==> src/rtl/store_pkg.sv <==
// Shared encodings for the store merge unit: store sizes and FSM states.
package store_pkg;

    typedef enum logic [1:0] {
        SZ_BYTE = 2'b00,
        SZ_HALF = 2'b01,
        SZ_WORD = 2'b10,
        SZ_RSVD = 2'b11
    } size_e;

    typedef enum logic [1:0] {
        ST_IDLE,
        ST_RD_REQ,
        ST_RD_WAIT,
        ST_WR
    } state_e;

endpackage

==> src/rtl/store_lane_merge.sv <==
// Combinational lane merge: drops the narrowed store data into the read-back word.
module store_lane_merge
    import store_pkg::*;
#(
    parameter bit BIG_ENDIAN = 1'b1
) (
    input  logic [31:0] old_word,
    input  logic [31:0] new_data,
    input  size_e       size,
    input  logic [1:0]  byte_off,
    output logic [31:0] merged
);

    logic [1:0] lane;
    logic       half_hi;

    always_comb begin
        // lane counts bytes upward from bit 0 regardless of endianness
        lane    = BIG_ENDIAN ? ~byte_off : byte_off;
        half_hi = BIG_ENDIAN ? ~byte_off[1] : byte_off[1];
        merged  = old_word;
        case (size)
            SZ_BYTE: merged[{lane, 3'b000} +: 8] = new_data[7:0];
            SZ_HALF: begin
                if (half_hi) merged[31:16] = new_data[15:0];
                else         merged[15:0]  = new_data[15:0];
            end
            SZ_WORD: merged = new_data;
            default: merged = old_word;
        endcase
    end

endmodule

==> src/rtl/store_merge_unit.sv <==
// Store path to a data memory without byte enables; sub-word stores run read-modify-write.
// Optional build macro STORE_MISALIGN_TRAP_EN rejects misaligned half/word stores.
//
//   state      | meaning
//   -----------+-----------------------------------------------
//   ST_IDLE    | ready for a request; err pulse lands here
//   ST_RD_REQ  | one-cycle read strobe for the target word
//   ST_RD_WAIT | waiting for read data, merge on arrival
//   ST_WR      | write strobe with final word, done pulse
module store_merge_unit
    import store_pkg::*;
#(
    parameter bit BIG_ENDIAN = 1'b1,
    parameter int ADDR_W     = 32
) (
    input  logic              clk,
    input  logic              reset,
    input  logic              req_valid,
    output logic              req_ready,
    input  logic [ADDR_W-1:0] req_addr,
    input  logic [31:0]       req_data,
    input  logic [1:0]        req_size,
    output logic [ADDR_W-1:0] mem_addr,
    output logic              mem_rd_en,
    input  logic [31:0]       mem_rd_data,
    input  logic              mem_rd_valid,
    output logic              mem_wr_en,
    output logic [31:0]       mem_wr_data,
    output logic              done,
    output logic              err
);

    state_e            state, state_nx;
    logic [ADDR_W-1:0] addr_q;
    logic [31:0]       data_q;
    size_e             size_q;
    logic [31:0]       word_q;
    logic              err_q;
    logic [31:0]       merged;
    logic              accept;
    logic              bad_req;
    size_e             req_sz;

    store_lane_merge #(.BIG_ENDIAN(BIG_ENDIAN)) u_merge (
        .old_word (mem_rd_data),
        .new_data (data_q),
        .size     (size_q),
        .byte_off (addr_q[1:0]),
        .merged   (merged)
    );

    always_comb begin
        req_sz = size_e'(req_size);
        accept = req_valid && (state == ST_IDLE);
`ifdef STORE_MISALIGN_TRAP_EN
        bad_req = (req_sz == SZ_RSVD)
               || ((req_sz == SZ_HALF) && req_addr[0])
               || ((req_sz == SZ_WORD) && (req_addr[1:0] != 2'b00));
`else
        bad_req = (req_sz == SZ_RSVD);
`endif
    end

    always_comb begin
        state_nx    = state;
        req_ready   = 1'b0;
        mem_rd_en   = 1'b0;
        mem_wr_en   = 1'b0;
        mem_wr_data = '0;
        done        = 1'b0;
        case (state)
            ST_IDLE: begin
                req_ready = 1'b1;
                if (accept && !bad_req)
                    state_nx = (req_sz == SZ_WORD) ? ST_WR : ST_RD_REQ;
            end
            ST_RD_REQ: begin
                mem_rd_en = 1'b1;
                state_nx  = ST_RD_WAIT;
            end
            ST_RD_WAIT: begin
                if (mem_rd_valid) state_nx = ST_WR;
            end
            ST_WR: begin
                mem_wr_en   = 1'b1;
                mem_wr_data = word_q;
                done        = 1'b1;
                state_nx    = ST_IDLE;
            end
            default: state_nx = ST_IDLE;
        endcase
    end

    always_ff @(posedge clk) begin
        if (reset) begin
            state  <= ST_IDLE;
            addr_q <= '0;
            data_q <= '0;
            size_q <= SZ_BYTE;
            word_q <= '0;
            err_q  <= 1'b0;
        end else begin
            state <= state_nx;
            err_q <= accept && bad_req;
            if (accept) begin
                addr_q <= req_addr;
                data_q <= req_data;
                size_q <= req_sz;
                if (req_sz == SZ_WORD) word_q <= req_data;
            end
            if ((state == ST_RD_WAIT) && mem_rd_valid) word_q <= merged;
        end
    end

    assign mem_addr = {addr_q[ADDR_W-1:2], 2'b00};
    assign err      = err_q;

endmodule

==> config.mk <==
export PLATFORM = sky130hd
export DESIGN_NAME = store_merge_unit
export DESIGN_NICKNAME = d
export VERILOG_FILES = /design/src/rtl/store_pkg.sv /design/src/rtl/store_lane_merge.sv /design/src/rtl/store_merge_unit.sv
export SDC_FILE = /design/constraint.sdc
export NUM_CORES = 1
export LEC_CHECK = 0
export ABC_AREA = 1
export BUFFER_PORTS_ARGS = -buffer_cell sky130_fd_sc_hd__buf_2
export CORE_AREA = 4 4 111 113
export CTS_CLUSTER_SIZE = 24
export DETAILED_ROUTE_END_ITERATION = 16
export DIE_AREA = 0 0 115 117
export PLACE_DENSITY = 0.82
export SYNTH_ARGS = -nofsm -noshare
export SYNTH_HDL_FRONTEND = slang
export SYNTH_SLANG_ARGS = --single-unit
==> constraint.sdc <==
create_clock -name clk -period 3.3 [get_ports clk]
set_input_delay 0.495 -clock clk [delete_from_list [all_inputs] [get_ports clk]]
set_output_delay 0.495 -clock clk [all_outputs]
set_load 0.01 [all_outputs]
[Word level (Yosys, flattened, before mapping)]
Index checks and enable logic that the tools add are counted.
Word-level totals
  word-level logic and storage cells: 45
  register bits: 101
  input bits: 102
  output and inout bits: 69
Operators by class
  shift operators: 2
  muxes and demuxes: 15
  bitwise operators: 1
  equality and inequality tests: 9
  reductions and logical operators: 11
  add/subtract/negate cells: 1
Operators with widths (number)
  two-way mux 32 bit: 4
  case mux 32 bit (3 select lines): 1
  bitwise mux 32 bit: 1
  two-way mux 16 bit: 2
  variable shift 8 x 7 -> 32 bit, first input constant: 1
  variable part select 8 x 7 -> 32 bit: 1
  equality test 2 bit, second input constant: 5
  case mux 2 bit (4 select lines): 1
  negation 5 -> 7 bit: 1
  two-way mux 2 bit: 3
  equality test 2 x 1 -> 1 bit, second input constant: 2
  logical AND 1 bit: 4
  logical NOT 2 bit: 2
  AND reduction 2 bit: 2
  nonzero test 2 bit: 2
  two-way mux 1 bit: 3
  != test 2 x 1 -> 1 bit, second input constant: 1
  != test 2 bit, second input constant: 1
  inverter 2 bit: 1
  logical NOT 1 bit: 1

[Logic depth before layout (Yosys ltp)]
Gate-level depths: netlist (run 1).
  depth in word-level cells: 6
  mapped depth: 12
  gate-level depth less buffers: 10

[Cells and area by module]
Synthesis (run 1) repeated with hierarchy kept, for this count alone.
Second synthesis, totals
  cells, all modules: 1071
  area, all modules: 6505.0 µm²
Modules (own cells, without submodules)
  store_merge_unit: area each 4813.4 µm², sequential area each 2021.9 µm², instances 1, cells each 702
  store_lane_merge: area each 1691.6 µm², sequential area each 0.0 µm², instances 1, cells each 369

[Worst setup path before layout (run 1)]
OpenSTA, ideal clock, no wires.
  path type: reg-to-reg
  start: reg addr_q[1]
  end: reg word_q[23]
  required time: 3.230 ns
  stages on the path, launching flop included: 13
  period minus slack after synthesis: 1.969 ns
  slack: 1.331 ns
  path buffers: 2
  arrival time: 1.899 ns
  setup time: 0.070 ns
  cell sequence: dfxtp_1 -> buf_2 -> clkbuf_1 -> inv_1 -> ha_1 -> inv_1 -> nor2_1 -> nand3_1 -> nand2_1 -> nand2_1 -> nand2_1 -> nand2_1 -> a21oi_1
Between the ends
  longest elaborated chain between the ends: 6
  elaborated cells on any way between the ends: 8
  those cells by class: 1 x add/sub; 2 x shift; 4 x mux; 1 x bitwise
Ends and longest elaborated chain
  start: declaration: RTL line store_merge_unit.sv:34  | logic [ADDR_W-1:0] addr_q;
  start signal: assignment: RTL line store_merge_unit.sv:106  | addr_q <= req_addr;
  inverter 2 bit: RTL line store_lane_merge.sv:19  | lane = BIG_ENDIAN ? ~byte_off : byte_off;
  negation 5 -> 7 bit: RTL line store_lane_merge.sv:23  | SZ_BYTE: merged[{lane, 3'b000} +: 8] = new_data[7:0];
  variable part select 8 x 7 -> 32 bit / variable shift 8 x 7 -> 32 bit (equally long branches): RTL line store_lane_merge.sv:23
  bitwise mux 32 bit: RTL line store_lane_merge.sv:23
  case mux 32 bit (3 select lines) *: RTL line store_lane_merge.sv:22  | case (size)
  two-way mux 32 bit *: RTL line store_merge_unit.sv:111  | if ((state == ST_RD_WAIT) && mem_rd_valid) word_q <= merged;
  end signal: assignment: RTL line store_merge_unit.sv:109  | if (req_sz == SZ_WORD) word_q <= req_data;
  end signal: assignment: RTL line store_merge_unit.sv:111
  end: declaration: RTL line store_merge_unit.sv:37  | logic [31:0] word_q;
Mark *: on every way between the ends. The rest lies on a longest branch, timed or not.
A chain may end at the register's enable or synchronous reset.

[Final worst setup path (run 1)]
  start: reg state[0]
  end: reg word_q[21]
Between the ends
  longest elaborated chain between the ends: 4
  elaborated cells on any way between the ends: 8
  those cells by class: 1 x eq/ne; 1 x mux; 6 x reduce/logical
Ends and longest elaborated chain
  start: declaration: RTL line store_merge_unit.sv:33  | state_e state, state_nx;
  start signal: assignment: RTL line store_merge_unit.sv:103  | state <= state_nx;
  equality test 2 bit / logical NOT 2 bit (equally long branches): RTL line store_merge_unit.sv:111, store_merge_unit.sv:54
  logical AND 1 bit, on equally long branches: RTL line store_merge_unit.sv:111, store_merge_unit.sv:54
  nonzero test 2 bit (no line)
  AND reduction 2 bit (no line)
Parallel ways exist; a longest one is shown, timed or not.

==> results of run 1 <==
worst paths after layout:
check,startpoint,end,slack [ns],cells past startpoint
setup reg to reg,state[0]$_SDFFE_PP0P_,word_q[21]$_SDFFE_PP0P_,0.66,8
hold / removal,reset,err$_SDFF_PP0_,0.32,2
setup / recovery,state[0]$_SDFFE_PP0P_,word_q[21]$_SDFFE_PP0P_,0.66,8
hold reg to reg,data_q[17]$_SDFFE_PP0P_,data_q[17]$_SDFFE_PP0P_,0.46,2
worst register-to-register path, stage by stage, from the launching register on:
cell	delay, ns
dfxtp_1	0.37
inv_1	0.09
ha_1	0.26
nand2_2	0.37
o21a_2	0.21
buf_4	0.34
clkinv_2	0.47
o21ai_0	0.34
a21oi_1	0.07
flip-flops by register name, summed over array words and instances, names as in the netlist:
name and count:
addr_q 32, size_q 2, err 1, word_q 32
data_q 32, state 2
cells by family after synthesis:
group / share of synthesized area (%)
compound gates: 26.5
fa+ha+maj: 1.84
buf+inv: 14.9
flops: 33.1
other cells: 0.0614
simple gates: 23.6
synthesized netlist by cell type, drive strengths merged:
cell type,n
conb,1
nand3,19
dfxtp,101
buf,60
a22oi,1
clkinv,4
o21a,1
a21oi,171
o21ai,149
clkbuf,37
inv,98
nand2,240
nor2,117
ha,9
nor3,1
cell type report:
class | instances | area (um^2) | share of cell area (%)
Tap cell | 143 | 179 | 2.55
Timing Repair Buffer | 182 | 946 | 13.5
Sequential cell | 101 | 2020 | 28.8
Multi-Input combinational cell | 710 | 3190 | 45.4
Clock inverter | 6 | 56.3 | 0.803
Clock buffer | 10 | 239 | 3.41
Inverter | 102 | 384 | 5.48
metrics by stage:
step	utilization [%]	instances	area, um^2	total power [mW]
after global routing	61.9	1254	7010	5.51
after global placement	59.3	1238	6720	4.00
after detailed placement	59.3	1238	6720	4.04
after CTS	61.9	1254	7010	5.09
after floorplan	-	1010	6110	3.53
final	61.9	1254	7010	5.09
power by group:
group | switching, mW | internal (mW)
logic | 1.53 | 0.715
clock network | 0.501 | 0.546
registers | 0.216 | 1.58
per-layer routing:
| layer | global-route usage (%) | vias to the layer above | wire (um) |
|---|---|---|---|
| li1 | - | 3393 | - |
| met1 | 36.0 | 2986 | 7940 |
| met2 | 42.2 | 292 | 8230 |
| met3 | 6.79 | 30 | 1710 |
| met4 | 7.36 | 6 | 333 |
| met5 | 0 | - | 25 |
==> results_dict.tcl, run 1 <==
set metrics [dict create \
    finalSetupViolations 0 \
    drt_first_pass_iters 5 \
    grt_pass1_vias 5996 \
    area_delta_synth_final_pct 14.8 \
    cts_root_buf "clkbuf_16" \
    grt_usage_pct 26.6 \
    slew-limit-headroom_pct 49.7 \
    drive_gt1_share_pct 18.9 \
    p_leak_nw 3.74 \
    fin_nets 1217 \
    clk_latency_ns 0.36 \
    post_cts_resize_count 0 \
    yosysSeqAreaShare_pct 33.1 \
    path_cells "inv_1 > ha_1 > nand2_2 > o21a_2 > buf_4 > clkinv_2 > o21ai_0 > a21oi_1" \
    vias 6707 \
    cts_hold_buf 0 \
    critical_path_arrival_ns 2.88 \
    portBuffers 168 \
    grt_max_degree 65 \
    clockBufferDepth 2 \
    power.density_mw_per_mm2 726 \
    initial_core_util_pct 54.0 \
    cp-start-kind "flip-flop" \
    endpoint_kind "flip-flop" \
    yosys.area.top_type "dfxtp_1" \
    n_fill_cell 1099 \
    drv_cap 0 \
    syn_avg_cell_area_um2 6.06 \
    layout_commonest_cell "nand2_1" \
    max_freq_mhz 379 \
    coreArea_mm2 0.0113 \
    worst_slew_pin_slew_ns 0.753 \
    die_h_um 117 \
    critical_path.top_delay_family "buffers and inverters" \
    cts_inserted_buffers 9 \
    hpwl_um 12800 \
    fp-row-count 39 \
    drt-initial-drc-count 742 \
    antenna_found_initial 3 \
    critical_path_class "reg2reg" \
    synth.area.top_cells "dfxtp_1, nand2_1, a21oi_1, o21ai_0, nor2_1" \
    cts_setup_buffers 0 \
    skew_ns 0.00907 \
    die-area_mm2 0.0135 \
    fin_crit_ns 2.64 \
    hold_slack_ns 0.325 \
    clk_pin_slew_ns 0.08 \
    slew_violations 0 \
    diodes 0 \
    drc_errors 0 \
    cts_max_level 3 \
    finalWorstSetupSlack_ns 0.661 \
    avgViaCountPerCell 5.35 \
    layout_common_cells "nand2_1, a21oi_1, buf_2, o21ai_0, nor2_1" \
    cp_slowest_cell "clkinv_2" \
    cp.buffers_inverters 3 \
    fin_crit_sh_pct 80.0 \
    hold_class "in2reg" \
    cp_max_fo 33 \
    hold_viol_final 0 \
    gp_congestion 0.934 \
    irDropWorstVdd_v 0.000493 \
    postRouteAntennaNets 0 \
    synthCells 1009 \
    status "complete, no violations" \
    grt-ovfl-total 0 \
    cts_tree "yes" \
    synth_top_area_share_pct 33.1 \
    wl_per_cell_um 14.5 \
    synth-seq-cells 101 \
    synth_cell_types 22 \
    cp.required_ns 3.54 \
    ys_warn_count 0 \
    clock-sinks 101 \
    boundaryPins 171 \
    fin_tns_setup_ns 0 \
    cpPeakStageDelay_ns 0.47 \
    netlist_area_mm2 0.00611 \
    die_width_um 115 \
    drt_wl_total_um 18200 \
    place_ws_ns 0.679 \
    grt_pass1_wl_um 29000 \
    rsz0062_at_grt "no" \
]
No activity file was read; power rests on OpenSTA's default activity.
==> run 2: changes to the inputs <==
CORE_AREA = 4 4 113 115   (was 4 4 111 113)
DIE_AREA = 0 0 117 119   (was 0 0 115 117)
PLACE_DENSITY = 0.79   (was 0.82)
clock period = 2.5 ns   (was 3.3 ns; I/O delays follow)
==> results_dict.tcl, run 2 (synthesized netlist as in run 1, its figures left out) <==
set metrics [dict create \
    seq_area_mm2 0.00202 \
    cts_tree "yes" \
    cp_max_fo 9 \
    cp-start-kind "flip-flop" \
    critical_path_arrival_ns 2.31 \
    multi_input_area_mm2 0.00318 \
    fin_nets 1219 \
    grt_usage_pct 25.8 \
    area_delta_synth_final_pct 15.1 \
    drt_wl_total_um 18400 \
    initial_core_util_pct 51.7 \
    cts_inserted_buffers 9 \
    avgViaCountPerCell 5.39 \
    hold_viol_final 0 \
    fin_crit_sh_pct 80.6 \
    power.density_mw_per_mm2 960 \
    endpoint_kind "flip-flop" \
    drv_cap 0 \
    layout_commonest_cell "nand2_1" \
    hold_slack_ns 0.198 \
    skew_ns 0.00736 \
    die_h_um 119 \
    drt-initial-drc-count 641 \
    clock-sinks 101 \
    max_freq_mhz 496 \
    die-area_mm2 0.0139 \
    clockBufferDepth 2 \
    portBuffers 168 \
    die_width_um 117 \
    fin_crit_ns 2.02 \
    drc_errors 0 \
    cts_root_buf "clkbuf_16" \
    clk_latency_ns 0.36 \
    critical_path_class "reg2reg" \
    place_area_mm2 0.00675 \
    hold_class "in2reg" \
    layout_common_cells "nand2_1, a21oi_1, buf_2, o21ai_0, nor2_1" \
    status "complete, no violations" \
    fin_area_mm2 0.00703 \
    gp_congestion 0.914 \
    cts_setup_buffers 0 \
    irDropWorstVdd_v 0.000452 \
    postRouteAntennaNets 0 \
    top_regs "addr_q: 32 flops, data_q: 32 flops, word_q: 32 flops" \
    slew_violations 0 \
    clk_pin_slew_ns 0.07 \
    boundaryPins 171 \
    fp-row-count 40 \
    diodes 0 \
    drive_gt1_share_pct 18.9 \
    fin_tns_setup_ns 0 \
    cts_hold_buf 0 \
    drt_first_pass_iters 5 \
    slew-limit-headroom_pct 54.7 \
    p_leak_nw 3.74 \
    n_fill_cell 1182 \
    grt_max_degree 70 \
    grt_pass1_wl_um 29000 \
    wl_per_cell_um 14.6 \
    antenna_found_initial 2 \
    cp.required_ns 2.79 \
    grt-ovfl-total 0 \
    coreArea_mm2 0.0118 \
    post_cts_resize_count 0 \
    worst_slew_pin_slew_ns 0.679 \
    vias 6791 \
    grt_pass1_vias 5980 \
    rsz0062_at_grt "no" \
    finalSetupViolations 0 \
    cts_max_level 3 \
    hpwl_um 13000 \
]
==> run 2: report_power, final <==
group          switching [mW]  leakage, nW  internal, mW
sequential              0.267        0.834          2.09
combinational            2.06         2.77         0.965
clock                   0.663        0.140         0.710
==> run 2: final cells by class <==
| class | instances | area share (%) |
|---|---|---|
| inverters | 102 | 5.46 |
| flip-flops and latches | 101 | 28.8 |
| repair buffers | 184 | 13.8 |
| clock inverters | 6 | 0.623 |
| clock buffers | 10 | 3.40 |
| multi-input cells | 710 | 45.3 |
| well taps | 147 | 2.62 |
==> run 2: through the flow <==
stage | total power [mW] | std cells | worst slack, ns | utilization (%)
floorplan | 4.66 | 1010 | 0.531 | -
global placement | 5.31 | 1244 | 0.628 | 57.1
detailed placement | 5.35 | 1244 | 0.533 | 57.1
CTS | 6.72 | 1260 | 0.478 | 59.5
global route | 7.27 | 1260 | 0.217 | 59.5
finish | 6.75 | 1260 | 0.484 | 59.5
==> run 2: worst paths after layout <==
| check | startpoint | endpoint | slack, ns | depth (start not counted) |
|---|---|---|---|---|
| worst max-delay path | addr_q[0]$_SDFFE_PP0P_ | word_q[29]$_SDFFE_PP0P_ | 0.48 | 9 |
| worst min-delay path | reset | err$_SDFF_PP0_ | 0.20 | 2 |
| worst max register to register | addr_q[0]$_SDFFE_PP0P_ | word_q[29]$_SDFFE_PP0P_ | 0.48 | 9 |
| worst min register to register | data_q[16]$_SDFFE_PP0P_ | data_q[16]$_SDFFE_PP0P_ | 0.46 | 2 |
==> run 2: critical path: stages, from the launching register on <==
cell	delay [ns]
dfxtp_1	0.50
clkinv_1	0.15
ha_1	0.35
nor2_1	0.44
nand3_1	0.15
nand2_1	0.08
nand2_1	0.04
nand2_1	0.07
nand2_1	0.05
a21oi_1	0.12
==> run 2: routing by layer <==
metal	part of all wire (%)	global-route usage, %	wire length (um)	up-vias
li1	-	-	-	3390
met1	44	34.6	8090	3065
met2	45	39.6	8210	290
met3	9.1	6.55	1670	42
met4	2.1	9.89	388	4
met5	0.15	0	27	-
